--- config.mk ---
export PLATFORM = sky130hd
export DESIGN_NAME = pulse_stretcher
export DESIGN_NICKNAME = d
export VERILOG_FILES = /design/src/rtl/pulse_stretcher.sv
export SDC_FILE = /design/constraint.sdc
export NUM_CORES = 1
export LEC_CHECK = 0
export CAP_MARGIN = 20
export CELL_PAD_IN_SITES_DETAIL_PLACEMENT = 1
export CELL_PAD_IN_SITES_GLOBAL_PLACEMENT = 1
export CORE_MARGIN = 2
export CORE_UTILIZATION = 30
export DETAILED_ROUTE_END_ITERATION = 8
export PLACE_DENSITY = 0.67
export SKIP_CTS_REPAIR_TIMING = 1
export SLEW_MARGIN = 15
export SYNTH_ARGS = -nofsm -noshare
export SYNTH_HDL_FRONTEND = slang
export SYNTH_SLANG_ARGS = --single-unit
--- constraint.sdc ---
create_clock -name clk -period 6 [get_ports clk]
set_input_delay 1.2 -clock clk [delete_from_list [all_inputs] [get_ports clk]]
set_output_delay 1.2 -clock clk [all_outputs]
set_load 0.02 [all_outputs]
--- src/rtl/pulse_stretcher.sv ---
// Stretches single-cycle requests into HIGH_LEN-cycle pulses separated by LOW_LEN-cycle gaps.
// Requests that arrive while a pulse or gap is running are queued in a saturating counter.
module pulse_stretcher #(
  parameter int HIGH_LEN = 16,
  parameter int LOW_LEN  = 4,
  parameter int CNT_W    = 8,
  parameter int PEND_W   = 3
) (
  input  logic              clk,
  input  logic              rst,
  input  logic              pulse_in,
  output logic              stretch_out,
  output logic              busy,
  output logic              done,
  output logic [PEND_W-1:0] pending,
  output logic              overflow
);

  localparam logic [1:0] IDLE = 2'd0;
  localparam logic [1:0] HIGH = 2'd1;
  localparam logic [1:0] GAP  = 2'd2;

  localparam logic [CNT_W-1:0]  HIGH_INIT = CNT_W'(HIGH_LEN - 1);
  localparam logic [CNT_W-1:0]  LOW_INIT  = CNT_W'(LOW_LEN - 1);
  localparam logic [PEND_W-1:0] PEND_MAX  = '1;

  logic [1:0]       state, state_n;
  logic [CNT_W-1:0] cnt, cnt_n;
  logic             gap_exit;
  logic             queue_inc;
  logic             queue_dec;

  // At gap exit with an empty queue a new request starts HIGH directly instead of queuing.
  assign gap_exit  = (state == GAP) && (cnt == '0);
  assign queue_dec = gap_exit && (pending != '0);
  assign queue_inc = pulse_in && (state != IDLE) && !(gap_exit && (pending == '0));

  always_comb begin
    state_n = state;
    cnt_n   = cnt;
    case (state)
      IDLE: begin
        if (pulse_in) begin
          state_n = HIGH;
          cnt_n   = HIGH_INIT;
        end
      end
      HIGH: begin
        if (cnt == '0) begin
          state_n = GAP;
          cnt_n   = LOW_INIT;
        end else begin
          cnt_n = cnt - CNT_W'(1);
        end
      end
      GAP: begin
        if (cnt == '0) begin
          if ((pending != '0) || pulse_in) begin
            state_n = HIGH;
            cnt_n   = HIGH_INIT;
          end else begin
            state_n = IDLE;
          end
        end else begin
          cnt_n = cnt - CNT_W'(1);
        end
      end
      default: begin
        state_n = IDLE;
        cnt_n   = '0;
      end
    endcase
  end

  // Outputs are registered from the next-state so they line up with the state register.
  always_ff @(posedge clk) begin
    if (rst) begin
      state       <= IDLE;
      cnt         <= '0;
      stretch_out <= 1'b0;
      busy        <= 1'b0;
      done        <= 1'b0;
      pending     <= '0;
      overflow    <= 1'b0;
    end else begin
      state       <= state_n;
      cnt         <= cnt_n;
      stretch_out <= (state_n == HIGH);
      busy        <= (state_n != IDLE);
      done        <= (state == HIGH) && (cnt == '0);
      if (queue_inc && !queue_dec) begin
        if (pending == PEND_MAX) begin
          overflow <= 1'b1;
        end else begin
          pending <= pending + PEND_W'(1);
        end
      end else if (queue_dec && !queue_inc) begin
        pending <= pending - PEND_W'(1);
      end
    end
  end

endmodule

After elaboration in Yosys (flattened, before gate mapping)
Cells that the tools add are included.
Widths: inputs -> output; s select.
{"block": "op_classes", "addsub": 3, "eq_ne": 7, "mux": 13, "reduce_logical": 22}
{"operator": "$mux 8", "n": 4}
{"operator": "$pmux 8 s3", "n": 1}
{"operator": "$mux 3", "n": 3}
{"operator": "$logic_and 1x1->1", "n": 8}
{"operator": "$logic_not 8->1", "n": 1}
{"operator": "$sub 8x1->8 const B", "n": 1}
{"operator": "$mux 2", "n": 3}
{"operator": "$pmux 2 s3", "n": 1}
{"operator": "$reduce_and 2->1", "n": 3}
{"operator": "$reduce_bool 2->1", "n": 3}
{"operator": "$eq 2x1->1 const B", "n": 2}
{"operator": "$ne 2x2->1 const B", "n": 2}
{"operator": "$add 3x1->3 const B", "n": 1}
{"operator": "$eq 3x3->1 const B", "n": 1}
{"operator": "$logic_not 1->1", "n": 3}
{"operator": "$logic_not 3->1", "n": 1}
{"operator": "$ne 3x2->1 const B", "n": 1}
{"operator": "$reduce_bool 3->1", "n": 1}
{"operator": "$sub 3x1->3 const B", "n": 1}
{"operator": "$eq 2x2->1 const B", "n": 1}
{"operator": "$logic_not 2->1", "n": 1}
{"operator": "$logic_or 1x1->1", "n": 1}
{"operator": "$mux 1", "n": 1}
{"block": "totals", "regBits": 17, "inputBits": 3, "word_cells": 52, "output_inout_bits": 7}

Logic depth before layout (Yosys ltp)
Gate-level depths: netlist of run 1.
{"block": "logic_depth", "depth_word": 9, "ltp_mapped": 11, "ltp_nobuf": 10}

Worst setup path after synthesis of run 1
No wires, ideal clock.
{"block": "synth_path", "path_type": "input to register", "from": "in pulse_in", "to": "reg pending[2]", "stages": 7, "required_ps": 5879, "n_path_buf": 1, "setup_slack_ps": 3429, "t_arrival_ps": 2450, "setup_time_ps": 121, "cell_sequence": "buf_2 -> o21ai_0 -> fa_1 -> inv_1 -> a311oi_1 -> mux2i_1 -> mux2_2"}
{"block": "synth_via", "elab_chain_len": 6, "elab_cells_between_ends": 9, "cone_classes": "1 x eq/ne; 1 x mux; 7 x reduce/logical"}
{"item": "start: declaration", "line": "11", "text": "input logic pulse_in,"}
{"item": "$logic_and 1x1->1 (*) (2 in a row)", "line": "36", "text": "assign queue_inc = pulse_in && (state != IDLE) && !(gap_exit && (pending == '0));"}
{"item": "$logic_not 1->1", "line": "97", "text": "end else if (queue_dec && !queue_inc) begin"}
{"item": "$logic_and 1x1->1", "line": "97"}
{"item": "$reduce_bool 2->1 (no source line)"}
{"item": "$reduce_and 2->1 (no source line)"}
{"item": "end signal: assignment", "line": "95", "text": "pending <= pending + PEND_W'(1);"}
{"item": "end signal: assignment", "line": "98", "text": "pending <= pending - PEND_W'(1);"}
{"item": "end: declaration", "line": "15", "text": "output logic [PEND_W-1:0] pending,"}
Mark *: on every way between the ends. The rest lies on a longest branch, timed or not.
A chain may end at the register's enable or synchronous reset.

Worst setup path in the final report of run 1
{"block": "layout_path", "from": "reg cnt[0]", "to": "reg pending[2]"}
{"block": "layout_via", "elab_chain_len": 9, "elab_cells_between_ends": 14, "cone_classes": "1 x eq/ne; 1 x mux; 12 x reduce/logical"}
{"item": "start: declaration", "line": "28", "text": "logic [CNT_W-1:0] cnt, cnt_n;"}
{"item": "start signal: assignment", "line": "87", "text": "cnt <= cnt_n;"}
{"item": "$logic_not 8->1 (*)", "line": "34", "text": "assign gap_exit = (state == GAP) && (cnt == '0);"}
{"item": "$logic_and 1x1->1 (*)", "line": "34"}
{"item": "$logic_and 1x1->1", "line": "36"}
{"item": "$logic_not 1->1", "line": "36"}
{"item": "$logic_and 1x1->1", "line": "36"}
{"item": "$logic_not 1->1", "line": "97"}
{"item": "$logic_and 1x1->1", "line": "97"}
{"item": "$reduce_bool 2->1 (no source line)"}
{"item": "$reduce_and 2->1 (no source line)"}
Marks and branches as above.

==> results.toml, run 1 <==
[pwr]
p_int_uw = 281
vdd_drop_max_uv = 138
switching_share = 0.471
power_density_nw_per_um2 = 437
power_leakage_uw = 0.000439
power_switching_uw = 250
combPwrFrac = 0.520
seqPwrFrac = 0.356
pwr-share-clk = 0.124

[synthesis]
ys_ff_latch = 17
avgSynthCellArea_um2 = 8.71
yosysSeqAreaShare = 0.313
yosys_most_used_dff = "dfxtp_1"
postSynth.asyncResetShare = 0
synth_cells = 125
yosys_warnings = 0
synthDistinctLibCells = 47
synth.cell_area_um2 = 1090
syn-num-nets = 130
synth_edf_count = 0

[grt]
grt_overflow = 0
antenna_found_initial = 0
grt_usage = 0.149
grt_pass1_wl_mm = 4.87
grt_pass1_vias = 1023
grt_max_degree = 20

[route]
drc = 0
wire_per_inst_um = 14.9
vias_per_cell = 5.45
via_count = 964
first_pass_iters = 4
drt_iter0_drc = 20
routed_wl_mm = 2.64
detail-route-antenna-nets = 0

[placed_design]
pre_cts_ws_ns = 2.67
io_buffers = 9
place.gp.congestion = 0.870
dp_hpwl_mm = 1.97
post_dp_cell_area_um2 = 1190

[timing]
skew_ns = 0.00344
fin_crit_sh = 0.516
maxSlewHeadroom = 0.445
finalSetupViolCount = 0
tns_ns = 0
setup_ws_ns = 2.91
drv_slew = 0
hold_slack_ns = 0.495
worstMarginPinSlew_ns = 0.829
post-route-min-period_ns = 3.09
hold_viol = 0
max_freq_ghz = 0.323
rsz0062_at_grt = "false"

[cts]
clk_pin_slew_ns = 0.10
cts-htree-levels = 1
cts_buffers = 3
cts_tree = "done"
clkSinkCount = 17
clock_latency_ns = 0.30
clk_path_buf_depth = 2
cts-root-buf = "clkbuf_4"

[die]
die_area_um2 = 4130
die_w_um = 64.2
initial_core_util = 0.319
die_h_um = 64.2
core_area_um2 = 3420
ios = 10
rows = 21

[worst_setup_path]
regToRegSetupSlack_ns = 2.91
r2r_cells = 10
cp_data_arrival_time_ns = 3.30
r2r_end = "pending[2]"
path_class = "reg2reg"
cp-start-kind = "flip-flop"
worst_ep_required_time_ns = 6.20
crit_fanout = 13
endpoint_kind = "flip-flop"
r2r-start = "cnt[0]"

[status]
status = "finished, final reports clean"

[finish]
layout-drive-gt1-share = 0.115
area_growth_syn_to_layout_pct = 11.6
finalNetCount = 137
stdcell_area_um2 = 1210
diodes = 0

[hold_path]
holdPathStages = 2
whs_endpoint = "overflow"
min_from = "overflow"
hp-class = "reg2reg"

[run]
cap_violations = 0
==> through the flow <==
stage | utilization | total power (uW) | instances
after floorplan | - | 418 | 125
after global routing | 0.356 | 583 | 177
after CTS | 0.356 | 531 | 177
final | 0.356 | 530 | 177
after detailed placement | 0.348 | 466 | 173
after global placement | 0.348 | 457 | 173
==> registers in the layout (all words and copies together), names as in the netlist <==
register and count:
state 2, cnt 8, done 1, stretch_out 1, busy 1, overflow 1
pending 3
==> layer usage <==
layer,up-vias,track usage,wire length (um)
met5,-,0,0
met2,13,0.247,1260
met3,4,0.0158,55
met1,463,0.197,1290
met4,0,0.0559,41
li1,484,-,-
==> kinds of logic (layout without fill, tap and decap cells) <==
kind of cell / after synthesis / count (layout) / share of synthesized area
adder cells (fa/ha/maj): 2 / 2 / 0.0299
AND/OR/NAND/NOR: 42 / 42 / 0.244
multiplexers: 7 / 7 / 0.0701
AO/OA/AOI/OAI: 40 / 40 / 0.256
flip-flops: 17 / 17 / 0.313
XOR/XNOR: 2 / 2 / 0.0161
buffers and inverters: 15 / 21 / 0.0713
==> worst max-delay path by stage <==
stage	to	depth (start not counted)	from
global route	pending[2]	10	cnt[0]
finish	pending[2]	10	cnt[0]
detailed placement	pending[2]	7	pulse_in
floorplan	pending[2]	7	pulse_in
global placement	pending[2]	7	pulse_in
CTS	pending[2]	10	cnt[0]
==> layout make-up <==
| type | instances | area [um^2] |
|---|---|---|
| tap | 46 | 57.6 |
| fill | 429 | 2200 |
| multi-input combinational | 93 | 671 |
| inverter | 8 | 30.0 |
| timing repair buffer | 9 | 90.1 |
| sequential | 17 | 340 |
| clock buffer | 4 | 26.3 |
==> critical path: stages (launching register included) <==
cell,delay (ns)
dfxtp_1,0.34
inv_1,0.08
ha_1,0.27
nor3b_2,0.73
a21oi_1,0.28
o21ai_0,0.37
fa_1,0.24
inv_1,0.05
a311oi_1,0.24
mux2i_1,0.12
mux2_2,0.27
==> power groups by stage <==
stage               sequential, uW  clock, uW  combinational (uW)
detailed placement             191          0                 274
global placement               190          0                 267
finish                         189       65.5                 276
floorplan                      185          0                 233
global route                   197       74.6                 311
CTS                            189       67.1                 275
==> synthesized netlist by cell type (2+ instances only) <==
library cell,number,area share
dfxtp_1,17,0.31
a21oi_1,10,0.046
nor2_1,9,0.031
o21ai_0,9,0.041
inv_1,8,0.028
nor3_1,7,0.032
a31oi_1,4,0.023
mux2i_1,4,0.037
nor2b_1,4,0.023
nand2b_1,3,0.017
a21o_1,2,0.014
a221oi_2,2,0.028
a311oi_1,2,0.016
buf_2,2,0.0092
buf_6,2,0.021
nand2_1,2,0.0069
nand3b_1,2,0.014
nand4_1,2,0.011
nor4_1,2,0.011
o21bai_1,2,0.014
or2_2,2,0.011
or3_1,2,0.011
xor2_1,2,0.016
==> cell usage in the layout, fill, tap and decap left out, drive strengths merged, types with 2 or more instances in the layout <==
cell | netlist | final
nand3b | 2 | 2
mux2 | 2 | 2
a311oi | 2 | 2
dfxtp | 17 | 17
o21bai | 2 | 2
nand2 | 2 | 2
nor2 | 9 | 9
a21oi | 10 | 10
nor3 | 7 | 7
or2 | 2 | 2
a221oi | 3 | 3
or3 | 2 | 2
nor4 | 3 | 3
nor2b | 4 | 4
nand3 | 2 | 2
o21ai | 9 | 9
a21o | 2 | 2
mux2i | 5 | 5
a31oi | 4 | 4
xor2 | 2 | 2
nand2b | 3 | 3
nand4 | 2 | 2
clkdlybuf4s50 | 0 | 9
inv | 8 | 8
clkbuf | 1 | 4
Power figures use the tool's default switching activity.
==> run 2, diff against run 1 <==
Settings changed: PLACE_DENSITY 0.67 to 0.69.
Clock period 6 ns to 2.5 ns, I/O delays scaled along.
==> results.toml, run 2 (same netlist as run 1, synthesis figures left out) <==
[status]
status = "finished, final reports clean"

[timing]
fin_crit_sh = 0.915
hold_slack_ns = 0.485
max_freq_ghz = 0.437
maxSlewHeadroom = 0.560
tns_ns = 0
worstMarginPinSlew_ns = 0.655
post-route-min-period_ns = 2.29
finalSetupViolCount = 0
hold_viol = 0
drv_slew = 0
skew_ns = 0.00431
rsz0062_at_grt = "false"

[worst_setup_path]
crit_slowest_cell = "fa_1"
r2r_cells = 10
cpPeakStageDelay_ns = 0.39
path_class = "reg2reg"
r2r-start = "cnt[0]"
worst_ep_required_time_ns = 2.69
crit_fanout = 5
cp-start-kind = "flip-flop"
cp_cell_sequence = "inv_1 -> ha_1 -> nor3b_2 -> a21oi_2 -> o21ai_1 -> fa_1 -> inv_1 -> a311oi_1 -> mux2i_1 -> mux2_2"
cp_data_arrival_time_ns = 2.48
crit_top_cell = "inv_1"
r2r_end = "pending[2]"
endpoint_kind = "flip-flop"
regToRegSetupSlack_ns = 0.21

[finish]
layout_commonest_cell = "dfxtp_1"
finalNetCount = 143
diodes = 0
area_growth_syn_to_layout_pct = 16.2
layout_common_cells = "dfxtp_1 (16), a21oi_1 (9), nor2_1 (9), clkdlybuf4s50_1 (9)"
regMostFlops = "cnt"
layout-drive-gt1-share = 0.168
top_regs = "cnt (8), pending (3), state (2)"
largest_register_ffs = 8

[cts]
cts_buffers = 3
clk_pin_slew_ns = 0.10
clk_path_buf_depth = 2
cts_tree = "done"
cts-root-buf = "clkbuf_4"
clock_latency_ns = 0.30
clkSinkCount = 17
cts-htree-levels = 1

[route]
drc = 0
first_pass_iters = 4
top_layer = "met4"
wire_per_inst_um = 15.7
drt_iter0_drc = 16
vias_per_cell = 5.60
via_count = 1024
detail-route-antenna-nets = 0
wl_met2_mm = 1.35
wl_met1_mm = 1.31
routed_wl_mm = 2.87
wl_met3_um = 111

[die]
die_w_um = 64.2
die_area_um2 = 4130
initial_core_util = 0.319
core_area_um2 = 3420
ios = 10
rows = 21
die_h_um = 64.2

[run]
cap_violations = 0

[pwr]
seqPwrFrac = 0.331
power_leakage_uw = 0.000469
vdd_drop_max_uv = 275
combPwrFrac = 0.554
p_int_uw = 716
power_switching_uw = 634
pwr-share-clk = 0.115
power_density_nw_per_um2 = 1070
switching_share = 0.470

[grt]
grt_max_degree = 19
grt_usage = 0.157
grt_pass1_vias = 1060
antenna_found_initial = 0
grt_pass1_wl_mm = 5.00
grt_overflow = 0

[placed_design]
dp_hpwl_mm = 2.13
place.gp.congestion = 0.868
io_buffers = 9

[hold_path]
holdPathStages = 2
whs_endpoint = "overflow"
hp-class = "reg2reg"
min_from = "overflow"
==> run 2: cell count changes in the layout (fill, tap and decap cells not counted) <==
cell / delta
a21oi_2: +1
a21oi_1: -1
buf_4: +6
o21ai_0: -1
o21ai_1: +1
dfxtp_2: +1
dfxtp_1: -1
==> run 2: cell type report <==
| type | instances | area, um^2 |
|---|---|---|
| clock buffer | 4 | 26.3 |
| fill | 428 | 2150 |
| inverter | 8 | 30.0 |
| multi-input combinational | 93 | 674 |
| sequential | 17 | 342 |
| tap | 46 | 57.6 |
| timing repair buffer | 15 | 135 |
==> run 2: worst max-delay path, delay by kind of cell, from the launching register on <==
kind	cells	cell delay, ns
AO/OA/AOI/OAI	3	0.32
adder cells (fa/ha/maj)	2	0.65
buffers and inverters	2	0.15
flip-flops	1	0.36
multiplexers	2	0.52
AND/OR/NAND/NOR	1	0.19
==> run 2: power groups by stage <==
stage,Clock (uW),Sequential [uW],Combinational [uW]
after global routing,180,464,824
after floorplan,0,444,559
after CTS,168,445,743
final,155,447,749
after global placement,0,444,704
after detailed placement,0,452,734
==> run 2: through the flow <==
| stage | util | total power, uW | instance area [um^2] | worst slack, ns | instances |
|---|---|---|---|---|---|
| 3_5_place_dp | 0.361 | 1190 | 1230 | 0.0776 | 179 |
| 3_3_place_gp | 0.361 | 1150 | 1230 | 0.237 | 179 |
| 4_1_cts | 0.369 | 1360 | 1260 | 0.0756 | 183 |
| 5_1_grt | 0.370 | 1470 | 1260 | 0.0277 | 183 |
| 2_1_floorplan | - | 1000 | 1090 | 0.0900 | 125 |
| 6_report | 0.370 | 1350 | 1260 | 0.212 | 183 |
==> run 2: worst max path at each step <==
stage	from	cells past startpoint	endpoint
finish	cnt[0]	10	pending[2]
global route	cnt[1]	10	pending[2]
CTS	cnt[0]	10	pending[2]
detailed placement	cnt[0]	10	pending[2]
global placement	pulse_in	7	pending[2]
floorplan	cnt[0]	11	pending[2]
==> run 2: metal layers <==
metal / vias up / GRT usage
li1: 490 / -
met1: 495 / 0.192
met3: 11 / 0.0335
met2: 28 / 0.251
met5: - / 0
met4: 0 / 0.0931
==> run 3, diff against run 2 <==
Settings changed: ABC_AREA set to 1, CELL_PAD_IN_SITES_DETAIL_PLACEMENT 1 to unset, CELL_PAD_IN_SITES_GLOBAL_PLACEMENT 1 to unset, PLACE_DENSITY 0.69 to 0.58.
==> results.toml, run 3 <==
[status]
status = "finished, final reports clean"

[worst_setup_path]
crit_slowest_cell = "fa_1"
regToRegSetupSlack_ns = 0.50
timing.critical_path.max_delay_family = "simple AND/OR/NAND/NOR gates"
r2r-start = "cnt[0]"
cp_cell_sequence = "inv_1 -> ha_1 -> nand2_1 -> nor2_1 -> nand3_1 -> nand2_2 -> fa_1 -> inv_1 -> nand2_1 -> nand2_1 -> nand3_1 -> nand2_1 -> nor2_1"
cpPeakStageDelay_ns = 0.40
r2r_end = "pending[2]"
cp_num_buf_inv = 2
r2r_cells = 13
cp_data_arrival_time_ns = 2.20
endpoint_kind = "flip-flop"
cp-start-kind = "flip-flop"
path_class = "reg2reg"
crit_top_cell = "nand2_1"
worst_ep_required_time_ns = 2.70
crit_fanout = 4

[grt]
grt_usage = 0.127
grt_pass1_vias = 804
grt_pass1_wl_mm = 3.48
grt_max_degree = 12
grt_overflow = 0
antenna_found_initial = 0

[synthesis]
yosys_warnings = 0
synth_edf_count = 0
postSynth.asyncResetShare = 0
ys_ff_latch = 17
synth_cells = 147
yosys_most_used_dff = "dfxtp_1"
yosysMostFrequentCell = "nand2_1"
yosys-top-cells-area = "dfxtp_1 (35%), nand2_1 (17%), inv_1 (7.8%)"
yosys.area.top_type = "dfxtp_1"
synthDistinctLibCells = 24
yosys.area.top_type_share = 0.351
avgSynthCellArea_um2 = 6.59
synth.cell_area_um2 = 968
synth_commonest_cells = "nand2_1 (43), inv_1 (20), nor2_1 (20), dfxtp_1 (17), nand3_1 (12)"
syn-num-nets = 152
yosysSeqAreaShare = 0.351

[finish]
stdcell_area_um2 = 1130
num-fill-cells = 356
regMostFlops = "cnt"
layout_commonest_cell = "nand2_1"
diodes = 0
largest_register_ffs = 8
top_regs = "cnt (8), pending (3), state (2)"
layout-drive-gt1-share = 0.119
finalNetCount = 165
area_growth_syn_to_layout_pct = 16.9
layout_common_cells = "nand2_1 (43), inv_1 (20), nor2_1 (20), dfxtp_1 (17), nand3_1 (12)"

[pwr]
power_density_nw_per_um2 = 680
power_leakage_uw = 0.000507
vdd_drop_max_uv = 294

[die]
initial_core_util = 0.317
die_h_um = 60.8
die_w_um = 60.8
die_area_um2 = 3700
rows = 20
ios = 10
core_area_um2 = 3050

[route]
first_pass_iters = 4
top_layer = "met4"
vias_per_cell = 4.51
wire_per_inst_um = 9.68
wl_met2_um = 932
wl_met3_um = 51
routed_wl_mm = 1.97
drc = 0
detail-route-antenna-nets = 0
via_count = 915
wl_met1_um = 948
drt_iter0_drc = 27

[run]
cap_violations = 0

[hold_path]
whs_endpoint = "overflow"
holdPathStages = 1
min_from = "overflow"
hp-class = "reg2reg"

[timing]
hold_viol = 0
rsz0062_at_grt = "false"
hold_slack_ns = 0.481
worstMarginPinSlew_ns = 0.308
post-route-min-period_ns = 2.00
tns_ns = 0
drv_slew = 0
fin_crit_sh = 0.801
max_freq_ghz = 0.500
setup_ws_ns = 0.498
skew_ns = 0.000594
maxSlewHeadroom = 0.793
finalSetupViolCount = 0

[cts]
cts_buffers = 3
clk_path_buf_depth = 2
clk_pin_slew_ns = 0.10
cts_tree = "done"
clock_latency_ns = 0.29
cts-htree-levels = 1
cts-root-buf = "clkbuf_4"
clkSinkCount = 17

[placed_design]
place.gp.congestion = 0.779
pre_cts_ws_ns = 0.354
dp_hpwl_mm = 1.51
io_buffers = 9
post_dp_cell_area_um2 = 1110
==> run 3: cell count changes after synthesis, sizes merged, moves of 6 or more <==
cell / delta
inv: +14
nor2: +15
nor3: -6
nand2: +46
nand3: +12
==> run 3: per-layer routing <==
metal  vias to the layer above  track usage
met3                         4       0.0192
met4                         0       0.0745
met1                       405        0.163
li1                        485            -
met2                        21        0.201
met5                         -            0
==> run 3: per-stage QoR <==
step / total power, uW / util / std cells
after floorplan: 555 / - / 147
after global placement: 617 / 0.362 / 199
after detailed placement: 622 / 0.362 / 199
after CTS: 779 / 0.371 / 203
after global routing: 835 / 0.371 / 203
final: 770 / 0.371 / 203
==> run 3: area by class of cell <==
type                    instances  area (um^2)  area share
inverters                      22         82.6      0.0729
flip-flops and latches         17          340       0.301
repair buffers                 10         97.6      0.0862
multi-input cells             106          531       0.469
well taps                      44         55.1      0.0486
clock buffers                   4         26.3      0.0232
==> run 3: cells by family (layout without fill, tap and decap cells) <==
group,after synthesis,in the layout,synth area share
buf+inv,24,36,0.101
fa+ha+maj,2,2,0.0336
flops,17,17,0.351
simple gates,89,89,0.419
compound gates,15,15,0.0956
==> run 3: worst max-delay path by stage <==
stage / start / cells past startpoint / endpoint / slack (ns)
after detailed placement: pulse_in / 11 / pending[2] / 0.35
after floorplan: cnt[0] / 13 / pending[2] / 0.72
final: cnt[0] / 13 / pending[2] / 0.50
after global placement: pulse_in / 11 / pending[2] / 0.43
after CTS: cnt[0] / 13 / pending[2] / 0.52
after global routing: cnt[0] / 9 / pending[1] / 0.37
==> run 3: power by group <==
part / switching (uW) / internal (uW) / leakage, uW
logic: 177 / 105 / 0.000353
clock network: 92.3 / 62.1 / 0.0000150
registers: 31.7 / 302 / 0.000140
total: 301 / 469 / 0.000507
